==> src/rtl/ram_port_rr_arb2.sv <==
// Two-way round-robin grant for RAM port B, with an optional burst lock held by the last winner.
// The grant is combinational from valid; last_grant and locked update on the edge where a grant is taken.
module ram_port_rr_arb2 (
  input  logic       clk,
  input  logic       rst,
  input  logic [1:0] valid,
  input  logic [1:0] lock,
  output logic [1:0] grant
);

  logic last_grant;
  logic locked;

  // A lock can only be live here when both are valid and the holder is last_grant.
  always_comb begin
    grant = 2'b00;
    case (valid)
      2'b01:   grant = 2'b01;
      2'b10:   grant = 2'b10;
      2'b11: begin
        if (locked) grant = last_grant ? 2'b10 : 2'b01;
        else        grant = last_grant ? 2'b01 : 2'b10;
      end
      default: grant = 2'b00;
    endcase
  end

  always_ff @(posedge clk or posedge rst) begin
    if (rst) begin
      last_grant <= 1'b1;
      locked     <= 1'b0;
    end else if (grant != 2'b00) begin
      last_grant <= grant[1];
      locked     <= grant[1] ? lock[1] : lock[0];
    end else begin
      locked     <= 1'b0;
    end
  end

endmodule

==> src/rtl/ram_portb_arbiter.sv <==
// Shares RAM port B between two requesters: registered command out, read data steered back by a 2-stage tag.
// Accepts one request per cycle; read response appears the cycle after the second edge following acceptance.
module ram_portb_arbiter #(
  parameter int ADDR_WIDTH = 13,
  parameter int DATA_WIDTH = 2
) (
  input  logic                  BUS_CLK,
  input  logic                  BUS_RST,
  input  logic                  REQ0_VALID,
  output logic                  REQ0_READY,
  input  logic                  REQ0_WE,
  input  logic [ADDR_WIDTH-1:0] REQ0_ADDR,
  input  logic [DATA_WIDTH-1:0] REQ0_WDATA,
  input  logic                  REQ0_LOCK,
  input  logic                  REQ1_VALID,
  output logic                  REQ1_READY,
  input  logic                  REQ1_WE,
  input  logic [ADDR_WIDTH-1:0] REQ1_ADDR,
  input  logic [DATA_WIDTH-1:0] REQ1_WDATA,
  input  logic                  REQ1_LOCK,
  output logic                  RSP0_VALID,
  output logic [DATA_WIDTH-1:0] RSP0_DATA,
  output logic                  RSP1_VALID,
  output logic [DATA_WIDTH-1:0] RSP1_DATA,
  output logic                  RAM_EN,
  output logic                  RAM_WE,
  output logic [ADDR_WIDTH-1:0] RAM_ADDR,
  output logic [DATA_WIDTH-1:0] RAM_DI,
  input  logic [DATA_WIDTH-1:0] RAM_DO
);

  // Tag layout: {is_read, requester id}
  localparam int TAG_W = 2;

  logic [1:0]       grant;
  logic [1:0]       ready;
  logic             accept;
  logic             sel;
  logic [TAG_W-1:0] tag1;
  logic [TAG_W-1:0] tag2;

  ram_port_rr_arb2 u_arb (
    .clk   (BUS_CLK),
    .rst   (BUS_RST),
    .valid ({REQ1_VALID, REQ0_VALID}),
    .lock  ({REQ1_LOCK, REQ0_LOCK}),
    .grant (grant)
  );

  assign ready      = grant & {2{~BUS_RST}};
  assign REQ0_READY = ready[0];
  assign REQ1_READY = ready[1];
  assign accept     = |ready;
  assign sel        = ready[1];

  always_ff @(posedge BUS_CLK or posedge BUS_RST) begin
    if (BUS_RST) begin
      RAM_EN   <= 1'b0;
      RAM_WE   <= 1'b0;
      RAM_ADDR <= '0;
      RAM_DI   <= '0;
      tag1     <= '0;
      tag2     <= '0;
    end else begin
      tag2 <= tag1;
      if (accept) begin
        RAM_EN   <= 1'b1;
        RAM_WE   <= sel ? REQ1_WE : REQ0_WE;
        RAM_ADDR <= sel ? REQ1_ADDR : REQ0_ADDR;
        RAM_DI   <= sel ? REQ1_WDATA : REQ0_WDATA;
        tag1     <= {~(sel ? REQ1_WE : REQ0_WE), sel};
      end else begin
        RAM_EN   <= 1'b0;
        RAM_WE   <= 1'b0;
        tag1     <= '0;
      end
    end
  end

  assign RSP0_VALID = tag2[1] & ~tag2[0];
  assign RSP1_VALID = tag2[1] &  tag2[0];
  assign RSP0_DATA  = RAM_DO;
  assign RSP1_DATA  = RAM_DO;

endmodule
==> config.mk <==
export PLATFORM = sky130hd
export DESIGN_NAME = ram_portb_arbiter
export DESIGN_NICKNAME = d
export VERILOG_FILES = /design/src/rtl/ram_port_rr_arb2.sv /design/src/rtl/ram_portb_arbiter.sv
export SDC_FILE = /design/constraint.sdc
export NUM_CORES = 1
export LEC_CHECK = 0
export ABC_CLOCK_PERIOD_IN_PS = 3400
export BUFFER_PORTS_ARGS = -buffer_cell sky130_fd_sc_hd__buf_2
export CELL_PAD_IN_SITES_DETAIL_PLACEMENT = 1
export CELL_PAD_IN_SITES_GLOBAL_PLACEMENT = 2
export CORE_UTILIZATION = 26
export DETAILED_ROUTE_END_ITERATION = 8
export GPL_TIMING_DRIVEN = 0
export PLACE_DENSITY = 0.83
export SLEW_MARGIN = 20
export SYNTH_ARGS = -nofsm -noshare
export SYNTH_HDL_FRONTEND = slang
export SYNTH_SLANG_ARGS = --single-unit
==> constraint.sdc <==
create_clock -name BUS_CLK -period 3.4 [get_ports BUS_CLK]
set_clock_uncertainty 0.1 [all_clocks]
set_input_delay 0 -clock BUS_CLK [delete_from_list [all_inputs] [get_ports BUS_CLK]]
set_output_delay 0 -clock BUS_CLK [all_outputs]
set_load 0.03 [all_outputs]
Yosys cells after proc, flatten, opt, wreduce, memory -nomap -nowiden --
Index checks and enable logic that the tools add are counted. W data, S select, Z words.
Cells by class: reduce and logical (&&, ||, !) cells 2, eq/ne operators 3, multiplexer cells 12, bitwise gates (word level) 6
Operators with widths (count):
- $mux W13 | 1
- $mux W2 | 5
- $pmux W2 S3 | 1
- $mux W1 | 5
- $eq A2 B2 Y1 const B | 2
- $not A1 Y1 | 3
- $and A1 B1 Y1 | 2
- $and A2 B2 Y2 | 1
- $eq A2 B1 Y1 const B | 1
- $reduce_bool A2 Y1 | 1
- $reduce_or A2 Y1 | 1
Storage, ports and cells: bits in registers 23, output and inout port bits 25

Logic depth before layout (Yosys ltp) --
depth in word-level cells 7, depth in mapped cells 5, depth with buffers taken out 3

Modules after synthesis --
From an unflattened synthesis, not the netlist that was laid out.
Second synthesis, totals: cells, all modules 90, area, all modules 1126.1 sq um
Modules (own cells, without submodules):
- ram_portb_arbiter | instances 1, cells an instance 78, area each 1016.0 sq um, seq. area each 525.5 sq um
- ram_port_rr_arb2 | instances 1, cells an instance 12, area each 110.1 sq um, seq. area each 51.3 sq um

Worst setup path after synthesis --
Ideal clock, no wire load.
path kind reg2reg, start point register u_arb.last_grant, end point register RAM_ADDR[12], period minus slack after synthesis 1.595 ns, arrival 1.369 ns, cell stages (with the launch flop) 5, required time 3.174 ns, setup slack 1.805 ns, setup time 0.126 ns, path through dfstp_2 xor2_2 a21oi_2 buf_6 a221o_1
On the way: cells in the longest elaborated chain, start to end 5, elaborated cells between the ends (all ways) 7, those cells by class mux: 5; bitwise: 1; reduce/logical: 1
RTL lines:
- start: declaration | RTL line ram_port_rr_arb2.sv:11 | logic last_grant;
- start signal: assignment | RTL line ram_port_rr_arb2.sv:33 | last_grant <= grant[1];
- $mux W2, on equally long branches | RTL line ram_port_rr_arb2.sv:22, ram_port_rr_arb2.sv:21
- $mux W2 (*) | RTL line ram_port_rr_arb2.sv:21 | if (locked) grant = last_grant ? 2'b10 : 2'b01;
- $pmux W2 S3 (*) | RTL line ram_port_rr_arb2.sv:17 | case (valid)
- $and A2 B2 Y2 (*) | RTL line ram_portb_arbiter.sv:50 | assign ready = grant & {2{~BUS_RST}};
- via REQ1_READY | RTL line ram_portb_arbiter.sv:16 | output logic REQ1_READY,
- $mux W13 or $reduce_or A2 Y1 (tied branches) | RTL line ram_portb_arbiter.sv:69, ram_portb_arbiter.sv:53
- end signal: assignment | RTL line ram_portb_arbiter.sv:69 | RAM_ADDR <= sel ? REQ1_ADDR : REQ0_ADDR;
- end: declaration | RTL line ram_portb_arbiter.sv:27 | output logic [ADDR_WIDTH-1:0] RAM_ADDR,
The timed path passes the listed nets; every way through them passes the cells marked *. A chain may end at the register's enable or synchronous reset.

Final worst setup path --
start point input REQ1_VALID, end point register RAM_ADDR[12]
On the way: cells in the longest elaborated chain, start to end 4, elaborated cells between the ends (all ways) 7, those cells by class eq/ne: 3; mux: 2; bitwise: 1; reduce/logical: 1
RTL lines:
- start: declaration | RTL line ram_portb_arbiter.sv:15 | input logic REQ1_VALID,
- $eq A2 B2 Y1 or $eq A2 B1 Y1 (tied branches) | RTL line ram_port_rr_arb2.sv:17
- $pmux W2 S3 (*) | RTL line ram_port_rr_arb2.sv:17
- $and A2 B2 Y2 (*) | RTL line ram_portb_arbiter.sv:50
- $mux W13 or $reduce_or A2 Y1 (tied branches) | RTL line ram_portb_arbiter.sv:69, ram_portb_arbiter.sv:53
Every way passes the cells marked *; elsewhere a longest branch is shown, timed or not.

==> flow_summary_export.csv <==
group,metric,value,unit
run_status,status,"finished, final reports clean",
timing,setup_viol,0,
routing,vias,1053,
layout,regArea,577,um^2
setup_path,cp_max_fo,10,
setup_path,start_kind,"primary input",
routing,drcViolationCount,0,
layout,n_fill_cell,436,
setup_path,worstRegToRegCells,5,
clocking,clockRootBuffer,"clkbuf_8",
clocking,numCtsBuffers,3,
routing,drtAntennaViolNets,0,
routing,wl_per_cell,13.4,um
clocking,clk_latency,260,ps
timing,max_slew_margin,0.415,
layout,final_nets,230,
power_and_ir_drop,leakage,0.942,nW
layout,fin_util,0.489,
floorplanning,die-width,65.7,um
setup_path,r2r_start,"u_arb.last_grant$_DFFE_PP1P_",
layout,syn2layout_area_growth,75.0,%
timing,rsz0062_at_grt,"false",
place,place.gp.congestion,0.722,
layout,final_common_cell,"buf_2",
setup_path,worstSetupEndpoint,"RAM_ADDR[12]$_DFFE_PP0P_",
power_and_ir_drop,ir_drop,0.000219,V
global_routing,antenna_found_initial,0,
setup_path,cp-startpoint,"REQ1_VALID",
timing,fin_setup_tns,0,ps
setup_path,cp_slowest_cell,"dlygate4sd3_1",
layout,final_cell_mix,"buf_2 (62), dlygate4sd3_1 (38), dfrtp_1 (22)",
global_routing,track_usage,0.166,
timing,layout_min_cycle_time,2280,ps
routing,vias_per_cell,4.44,
yosys,synth_cell_type_count,22,
global_routing,grt_pass1_wl,5380,um
setup_path,end_kind,"flip-flop",
place,dp_hpwl,2100,um
place,placedCellCount,195,
global_routing,grt_start_max_net_pins,24,
clocking,cts_tree,"built",
global_routing,grt_pass1_vias,1136,
setup_path,path_class,"primary input to flip-flop",
setup_path,reg2reg_slack,1130,ps
timing,worst_pin_slew,877,ps
clocking,clk_path_buf_depth,2,
place,place_ws,1690,ps
setup_path,slowest_delay,540,ps
layout,n_antenna_cell,0,
layout,drive_above_1_share,0.455,
yosys,synth_area,0.00105,mm^2
floorplanning,rows,22,
yosys,synth-seq-cells,23,
routing,first_iter_violations,42,
power_and_ir_drop,total_power,0.000826,W
timing,timing.fmax,439,MHz
clocking,h-tree-depth,1,
yosys,syn_nets,126,
timing,slew_violations,0,
routing,first_pass_iters,3,
setup_path,timing.rr.end,"RAM_ADDR[12]$_DFFE_PP0P_",
global_routing,gr-total-overflow,0,
clocking,ctsResizeCount,0,
yosys,ys_seq_area_frac,0.547,
floorplanning,start_util,0.280,
routing,routed_wl,3180,um
power_and_ir_drop,power_density,448,mW/mm^2
setup_path,crit_path_frequent_cell,"dlygate4sd3_1",
layout,instances_no_fill,237,
floorplanning,die-area,0.00432,mm^2
setup_path,cp_cell_sequence,"dlygate4sd3_1 -> buf_2 -> o21bai_1 -> clkbuf_1 -> and2_1 -> a221o_1 -> dlygate4sd3_1",
clocking,clock-sinks,23,
setup_path,arrival,2380,ps
floorplanning,core,0.00377,mm^2
floorplanning,die_height,65.7,um
layout,multiInputGateArea,402,um^2
clocking,cts.clk_slew.worst_paths,80,ps
hold_path,hp-class,"primary input to flip-flop",
hold_path,worstHoldPathCells,4,
timing,hold_violations,0,
yosys,ys.warnings.count,0,
timing,worst_slack,1120,ps
setup_path,worstPathRequired,3500,ps
yosys,syn_avg_cell_area,12.3,um^2
floorplanning,ios,65,
yosys,synth_cells,86,
flow_run,timing.max_cap.violations,0,
timing,timing.final.crit_share,0.670,
place,port_buffers,61,
[per-stage QoR]
stage	hold WS (ps)	cell area, um^2
after detailed placement	138	1420
final	12.2	1850
after floorplan	-98.8	1050
after global routing	42.3	1850
after global placement	132	1420
after CTS	4.82	1850
[area by class of cell]
type / count / area share
Buffer: 8 / 0.0312
Clock buffer: 4 / 0.0244
Inverter: 5 / 0.0102
Multi-Input combinational cell: 50 / 0.218
Sequential cell: 23 / 0.313
Tap cell: 48 / 0.0325
Timing Repair Buffer: 99 / 0.372
[Yosys cell counts]
library cell,instances,area [um^2]
buf_2,1,5.00
a31o_2,1,8.76
a21oi_1,4,20.0
dfrtp_1,22,551
nand2_1,3,11.3
xnor2_1,1,8.76
o21ai_0,1,5.00
buf_6,1,11.3
a22o_2,2,20.0
buf_4,5,37.5
a221o_1,7,70.1
a21oi_4,1,16.3
nor2b_1,1,6.26
o21bai_1,1,7.51
xor2_2,1,16.3
dfstp_2,1,26.3
and2_1,16,100
clkbuf_1,1,3.75
nand2b_1,2,12.5
a221o_2,8,90.1
inv_1,5,18.8
a21oi_2,1,8.76
[worst max-delay path, delay by kind of cell]
kind | cells | cell delay, ps
AOI/OAI and AO/OA | 2 | 510
buffers and inverters | 4 | 1650
and+or+nand+nor | 1 | 200
[registers in the layout, indices dropped and copies added, names as in the netlist]
signal / cells
RAM_ADDR: 13
RAM_DI: 2
RAM_EN: 1
RAM_WE: 1
tag1: 2
tag2: 2
u_arb.last_grant: 1
u_arb.locked: 1
[power by group]
part           switching, W  total (W)  internal, W
Sequential        0.0000211   0.000336     0.000315
Combinational      0.000167   0.000324     0.000157
Clock             0.0000824   0.000166    0.0000835
[metal layers]
layer  track usage  vias to the layer above  part of all wire
li1              -                      511                 -
met1         0.210                      498              0.43
met2         0.283                       39              0.50
met3        0.0226                        5             0.049
met4        0.0652                        0             0.015
met5             0                        -                 0
[cells by family (layout without fill, tap and decap cells)]
family,after synthesis,count (layout),share of synthesized area
AND/OR/NAND/NOR,22,22,0.123
AO/OA/AOI/OAI,26,26,0.234
buffers and inverters,13,116,0.0724
flip-flops,23,23,0.547
XOR/XNOR,2,2,0.0237
[repair_timing]
item                                   4_1_cts  5_1_grt
endpoints found under the hold margin       42        0
buffers inserted                             0        0
hold buffers                                38        0
[how the worst min path moves through the flow]
stage / endpoint / startpoint / slack, ps
after CTS: u_arb.locked$_DFF_PP0_ / REQ1_LOCK / 5
after detailed placement: RAM_ADDR[8]$_DFFE_PP0P_ / REQ1_ADDR[8] / 140
after global placement: RAM_ADDR[9]$_DFFE_PP0P_ / REQ0_ADDR[9] / 130
final: u_arb.locked$_DFF_PP0_ / REQ1_LOCK / 10
after global routing: u_arb.locked$_DFF_PP0_ / REQ1_LOCK / 40
after floorplan: RAM_ADDR[0]$_DFFE_PP0P_ / BUS_RST / -100
Note: power is estimated with default switching activity, not from simulation.
